<file path="src/rtl/operand_bypass_unit.sv">
// operand_bypass_unit: EX-stage operand bypass network with its own in-flight
// writeback tracking. It picks each ALU source operand from the register file
// or from the youngest matching in-flight result. It also raises stall on a
// load-use hazard until the load data arrives.
//
// Ports:
//   clk, rst_n         clock (rising edge) and asynchronous active-low reset
//   flush              invalidate all tracked entries on the next edge
//   adv                pipeline advance; EX retires into entry 0 when not stalled
//   ex_valid/ex_we/ex_is_load/ex_rd/ex_result   EX instruction description
//   mem_load_valid/mem_load_data                data for the oldest pending load
//   src_addr/src_rf_data                        per-source address and RF read data
//   operand_out/fwd_sel/stall                   combinational bypass results
//   fwd_count          saturating count of retired forwarding instructions
module operand_bypass_unit #(
    parameter int unsigned XLEN         = 32,
    parameter int unsigned NUM_SRC      = 2,
    parameter int unsigned BYPASS_DEPTH = 2,
    parameter int unsigned REG_AW       = 5,
    localparam int unsigned SELW        = $clog2(BYPASS_DEPTH + 1)
) (
    input  logic                      clk,
    input  logic                      rst_n,
    input  logic                      flush,
    input  logic                      adv,
    input  logic                      ex_valid,
    input  logic                      ex_we,
    input  logic                      ex_is_load,
    input  logic [REG_AW-1:0]         ex_rd,
    input  logic [XLEN-1:0]           ex_result,
    input  logic                      mem_load_valid,
    input  logic [XLEN-1:0]           mem_load_data,
    input  logic [NUM_SRC*REG_AW-1:0] src_addr,
    input  logic [NUM_SRC*XLEN-1:0]   src_rf_data,
    output logic [NUM_SRC*XLEN-1:0]   operand_out,
    output logic [NUM_SRC*SELW-1:0]   fwd_sel,
    output logic                      stall,
    output logic [15:0]               fwd_count
);

    logic              ent_valid [BYPASS_DEPTH];
    logic [REG_AW-1:0] ent_rd    [BYPASS_DEPTH];
    logic              ent_pend  [BYPASS_DEPTH];
    logic [XLEN-1:0]   ent_data  [BYPASS_DEPTH];

    logic              nxt_valid [BYPASS_DEPTH];
    logic [REG_AW-1:0] nxt_rd    [BYPASS_DEPTH];
    logic              nxt_pend  [BYPASS_DEPTH];
    logic [XLEN-1:0]   nxt_data  [BYPASS_DEPTH];

    logic              pend_any;
    logic [SELW-1:0]   pend_idx;
    logic              fill;
    logic              stall_any;
    logic              shift;
    logic              fwd_any;

    logic [REG_AW-1:0] src;
    logic              hit;
    logic              hit_pend;
    logic [SELW-1:0]   hit_idx;
    logic [XLEN-1:0]   hit_data;

    // Oldest valid pending entry (highest index) is the one the next load fills.
    always_comb begin
        pend_any = 1'b0;
        pend_idx = '0;
        for (int k = 0; k < int'(BYPASS_DEPTH); k++) begin
            if (ent_valid[k] && ent_pend[k]) begin
                pend_any = 1'b1;
                pend_idx = SELW'(k);
            end
        end
    end

    assign fill = mem_load_valid & pend_any;

    // Per-source match; descending scan so the youngest (lowest index) wins.
    always_comb begin
        operand_out = src_rf_data;
        fwd_sel     = '0;
        stall_any   = 1'b0;
        src         = '0;
        hit         = 1'b0;
        hit_pend    = 1'b0;
        hit_idx     = '0;
        hit_data    = '0;
        for (int i = 0; i < int'(NUM_SRC); i++) begin
            src      = src_addr[i*REG_AW +: REG_AW];
            hit      = 1'b0;
            hit_pend = 1'b0;
            hit_idx  = '0;
            hit_data = '0;
            for (int k = int'(BYPASS_DEPTH) - 1; k >= 0; k--) begin
                if (ent_valid[k] && (ent_rd[k] == src) && (src != '0)) begin
                    hit      = 1'b1;
                    hit_pend = ent_pend[k];
                    hit_idx  = SELW'(k);
                    hit_data = ent_data[k];
                end
            end
            if (hit) begin
                fwd_sel[i*SELW +: SELW] = hit_idx + SELW'(1);
                if (!hit_pend) begin
                    operand_out[i*XLEN +: XLEN] = hit_data;
                end else if (fill && (hit_idx == pend_idx)) begin
                    // Load data arriving this cycle is forwarded straight through.
                    operand_out[i*XLEN +: XLEN] = mem_load_data;
                end else begin
                    stall_any = 1'b1;
                end
            end
        end
    end

    assign stall   = ex_valid & stall_any;
    assign shift   = adv & ~stall;
    assign fwd_any = |fwd_sel;

    // Entry next-state: shift, then load fill at the entry's new position, then flush.
    always_comb begin
        for (int k = 0; k < int'(BYPASS_DEPTH); k++) begin
            nxt_valid[k] = ent_valid[k];
            nxt_rd[k]    = ent_rd[k];
            nxt_pend[k]  = ent_pend[k];
            nxt_data[k]  = ent_data[k];
        end
        if (shift) begin
            nxt_valid[0] = ex_valid & ex_we & (ex_rd != '0);
            nxt_rd[0]    = ex_rd;
            nxt_pend[0]  = ex_is_load;
            nxt_data[0]  = ex_result;
            for (int k = 1; k < int'(BYPASS_DEPTH); k++) begin
                nxt_valid[k] = ent_valid[k-1];
                nxt_rd[k]    = ent_rd[k-1];
                nxt_pend[k]  = ent_pend[k-1];
                nxt_data[k]  = ent_data[k-1];
            end
        end
        if (fill) begin
            for (int k = 0; k < int'(BYPASS_DEPTH); k++) begin
                if ((!shift && (SELW'(k) == pend_idx)) ||
                    (shift && (k > 0) && (SELW'(k - 1) == pend_idx))) begin
                    nxt_data[k] = mem_load_data;
                    nxt_pend[k] = 1'b0;
                end
            end
        end
        if (flush) begin
            for (int k = 0; k < int'(BYPASS_DEPTH); k++) begin
                nxt_valid[k] = 1'b0;
                nxt_pend[k]  = 1'b0;
            end
        end
    end

    // Entry state registers.
    always_ff @(posedge clk or negedge rst_n) begin
        if (!rst_n) begin
            for (int k = 0; k < int'(BYPASS_DEPTH); k++) begin
                ent_valid[k] <= 1'b0;
                ent_rd[k]    <= '0;
                ent_pend[k]  <= 1'b0;
                ent_data[k]  <= '0;
            end
        end else begin
            for (int k = 0; k < int'(BYPASS_DEPTH); k++) begin
                ent_valid[k] <= nxt_valid[k];
                ent_rd[k]    <= nxt_rd[k];
                ent_pend[k]  <= nxt_pend[k];
                ent_data[k]  <= nxt_data[k];
            end
        end
    end

    // Saturating count of retiring instructions that used a bypass.
    always_ff @(posedge clk or negedge rst_n) begin
        if (!rst_n) begin
            fwd_count <= '0;
        end else if (shift && ex_valid && fwd_any && (fwd_count != 16'hFFFF)) begin
            fwd_count <= fwd_count + 16'd1;
        end
    end

endmodule
</file>
<file path="config.mk">
export PLATFORM = sky130hd
export DESIGN_NAME = operand_bypass_unit
export DESIGN_NICKNAME = d
export VERILOG_FILES = /design/src/rtl/operand_bypass_unit.sv
export SDC_FILE = /design/constraint.sdc
export NUM_CORES = 1
export LEC_CHECK = 0
export BUFFER_PORTS_ARGS = -buffer_cell sky130_fd_sc_hd__buf_4
export CORE_MARGIN = 10
export CORE_UTILIZATION = 50
export CTS_CLUSTER_DIAMETER = 80
export DETAILED_ROUTE_END_ITERATION = 10
export HOLD_SLACK_MARGIN = 0.06
export PLACE_DENSITY = 0.81
export SKIP_CTS_REPAIR_TIMING = 1
export SYNTH_ARGS = -nofsm -noshare
export SYNTH_HDL_FRONTEND = slang
export SYNTH_SLANG_ARGS = --single-unit
</file>
<file path="constraint.sdc">
create_clock -name clk -period 4.1 [get_ports clk]
set_input_delay 0.205 -clock clk [delete_from_list [all_inputs] [get_ports clk]]
set_output_delay 0.205 -clock clk [all_outputs]
set_load 0.03 [all_outputs]
</file>
==> flow_metrics.py <==
metrics = {
    "setup_path": {
        "critPathMostFrequentCell": "buf_4",
        "path_class": "reg -> out",
        "reg2regPathDepth": 10,
        "arrival_ns": 3.49,
        "required_ns": 3.89,
        "reg2reg_to": "ent_data[23]",
        "rrSetupSlack_ns": 0.76,
        "crit_path_start_kind": "register",
        "max_stage_delay_ns": 0.93,
        "crit_fanout": 38,
        "end_kind": "output port",
        "crit_path_top_delay_cell": "a21o_1",
        "r2r-start": "ent_rd[8]",
        "crit_path_cell_trace": "xnor2_1 -> nand4_1 -> nor4_4 -> buf_4 -> nor2b_4 -> a21oi_1 -> a21o_1 -> a221o_1 -> buf_4",
    },
    "routing": {
        "drcViolationCount": 0,
        "drtIter0Drc": 541,
        "num_vias": 6302,
        "route.antenna.remaining_nets": 0,
        "first_pass_iters": 5,
        "via_per_inst": 6.04,
        "wl_mm": 21.8,
        "wl_per_cell_um": 20.8,
    },
    "layout": {
        "final_common_cell": "buf_4",
        "n_fill_cell": 959,
        "final_cell_mix": "buf_4 (248), dfrtp_1 (94), nand2_1 (76)",
        "seqCellArea_mm2": 0.00235,
        "fin_nets": 1022,
        "area_delta_synth_final_pct": 35.3,
        "finalNonFillerCells": 1044,
        "final_layout_size_suffix_gt1_frac": 0.395,
        "multi_input_area_mm2": 0.00374,
    },
    "timing": {
        "fmax_mhz": 271,
        "fin_ws_ns": 0.405,
        "slew_headroom": 0.175,
        "fin_crit_sh": 0.901,
        "finalSetupTns_ns": 0,
        "fin_crit_ns": 3.70,
        "worst_slew_pin_slew_ns": 1.24,
        "setup_viol": 0,
        "rsz0062_at_grt": "false",
        "finClkSkew_ns": 0.00673,
        "drv_slew": 0,
        "hold_violations": 0,
    },
    "clocking": {
        "cts.sinks": 94,
        "cts.clk_slew.worst_paths_ns": 0.07,
        "cts_root_buf": "clkbuf_16",
        "h-tree-depth": 3,
        "clk_latency_ns": 0.34,
        "cts_tree": "done",
        "cts_buffer_depth": 2,
        "cts_made_buffers": 9,
    },
    "logic_synthesis": {
        "synth_cell_types": 46,
        "synth_area_leaders": "dfrtp_1 (37%), mux2_2 (12%), a221o_1 (9.9%)",
        "mappedNetlistArea_mm2": 0.00629,
        "avgSynthCellArea_um2": 9.53,
        "syn_nets": 812,
        "ys_warn_count": 0,
        "synth_mux_area_frac": 0.176,
        "synth_top_family_by_area": "compound AO/OA/AOI/OAI gates",
        "yosys.area_share.adder": 0.00199,
        "synth_top_cell_by_area": "dfrtp_1",
        "synth-edff-count": 0,
        "synth_simple_gate_area_share": 0.137,
        "netlist.area_leader.share": 0.374,
        "syn_inst": 660,
        "synth-xor-area-share": 0.0459,
        "ys_seq_elements": 94,
        "ys_seq_area_frac": 0.374,
        "synthFlopType": "dfrtp_1",
        "ys_async_sr_fraction": 1.00,
        "synth-compound-area-share": 0.224,
    },
    "global_route": {
        "grt_pass1_wl_mm": 34.8,
        "gr-total-overflow": 0,
        "antenna_found_initial": 1,
        "grt_usage": 0.239,
        "grt_max_degree": 62,
        "grt_pass1_vias": 6621,
    },
    "die": {
        "start_util": 0.517,
        "io_pins": 236,
        "dieArea_mm2": 0.0175,
        "core_area_mm2": 0.0122,
        "die_x_um": 132,
        "rows": 40,
        "fp.dieH_um": 132,
    },
    "hold_path": {
        "min_to": "ent_rd[6]",
        "hold_path.class": "in -> reg",
        "hold_start": "ex_rd[1]",
        "worstHoldPathCells": 3,
    },
    "pwr": {
        "p_per_area_mw_per_mm2": 286,
        "leakage_uw": 0.00417,
        "total_power_uw": 2440,
        "ir_drop_mv": 0.235,
    },
    "place": {
        "place.gp.congestion": 0.925,
        "io_buffers": 235,
        "dp.cells": 1025,
        "pre_cts_ws_ns": 0.617,
        "hpwl_mm": 15.7,
    },
    "job": {
        "maxCapViolCount": 0,
    },
    "outcome": {
        "status": "completed",
    },
}
## Yosys cell counts (3+ instances only)
library cell / count
a21oi_1: 5
a221o_1: 62
a22oi_1: 64
and3_1: 6
buf_2: 7
buf_4: 6
clkbuf_1: 36
dfrtp_1: 94
inv_1: 3
mux2_2: 65
mux2i_1: 35
nand2_1: 77
nand3_1: 9
nand4_1: 6
nor2_1: 74
nor3_1: 6
o21ai_0: 27
o21ai_1: 8
xnor2_1: 24
xor2_1: 9
## area by class of cell
class / instances / share of cell area
diodes: 1 / 0.000294
clock buffers: 13 / 0.0294
clock inverters: 3 / 0.00235
inverters: 3 / 0.00132
multi-input cells: 510 / 0.440
flip-flops and latches: 94 / 0.276
well taps: 168 / 0.0247
repair buffers: 252 / 0.226
## cells by family after synthesis
kind of cell | count (synthesis)
fa+ha+maj | 1
xor+xnor | 33
buf+inv | 56
flops | 94
simple gates | 195
mux | 102
compound gates | 179
## where the power goes
group | internal (uW) | switching (uW) | leakage (uW) | total (uW)
Clock | 428 | 355 | 0.000126 | 783
Combinational | 293 | 262 | 0.00287 | 555
Sequential | 1020 | 82.2 | 0.00118 | 1100
Total | 1740 | 699 | 0.00417 | 2440
## routing by layer
layer / GRT usage / part of all wire / vias up
met5: 0 / 0 / -
met4: 0.0795 / 0.018 / 0
met3: 0.0579 / 0.080 / 37
met2: 0.400 / 0.48 / 333
met1: 0.295 / 0.42 / 3029
li1: - / - / 2903
## critical path: cells and delay by family, from the launching register on
kind | cells | cell delay [ns]
buf+inv | 2 | 0.66
flops | 1 | 0.43
simple gates | 3 | 0.46
compound gates | 3 | 1.37
xor+xnor | 1 | 0.20
## worst max-delay path by stage
stage                      startpoint              end  slack (ns)  cells past startpoint
after floorplan           src_addr[1]  operand_out[30]        1.22                      8
after global placement    src_addr[6]     ent_data[26]        0.65                     11
after detailed placement  src_addr[6]  operand_out[34]        0.62                      9
after CTS                   ent_rd[6]  operand_out[34]        0.43                      8
after global routing        ent_rd[6]  operand_out[40]        0.15                      9
final                       ent_rd[6]  operand_out[40]        0.40                      9
## sequential cells by signal (all words and copies together) (netlist names)
register	count
ent_data	64
ent_pend	2
ent_rd	10
fwd_count	16
ent_valid	2
## stage by stage
| stage | utilization | instance area, um2 | hold WS (ns) |
|---|---|---|---|
| after floorplan | - | 6290 | -0.0906 |
| after global placement | 0.676 | 8220 | 0.313 |
| after detailed placement | 0.676 | 8220 | 0.320 |
| after CTS | 0.698 | 8490 | -0.0484 |
| after global routing | 0.699 | 8510 | 0.0607 |
| final | 0.700 | 8510 | 0.0585 |
No activity file was read; power rests on OpenSTA's default activity.
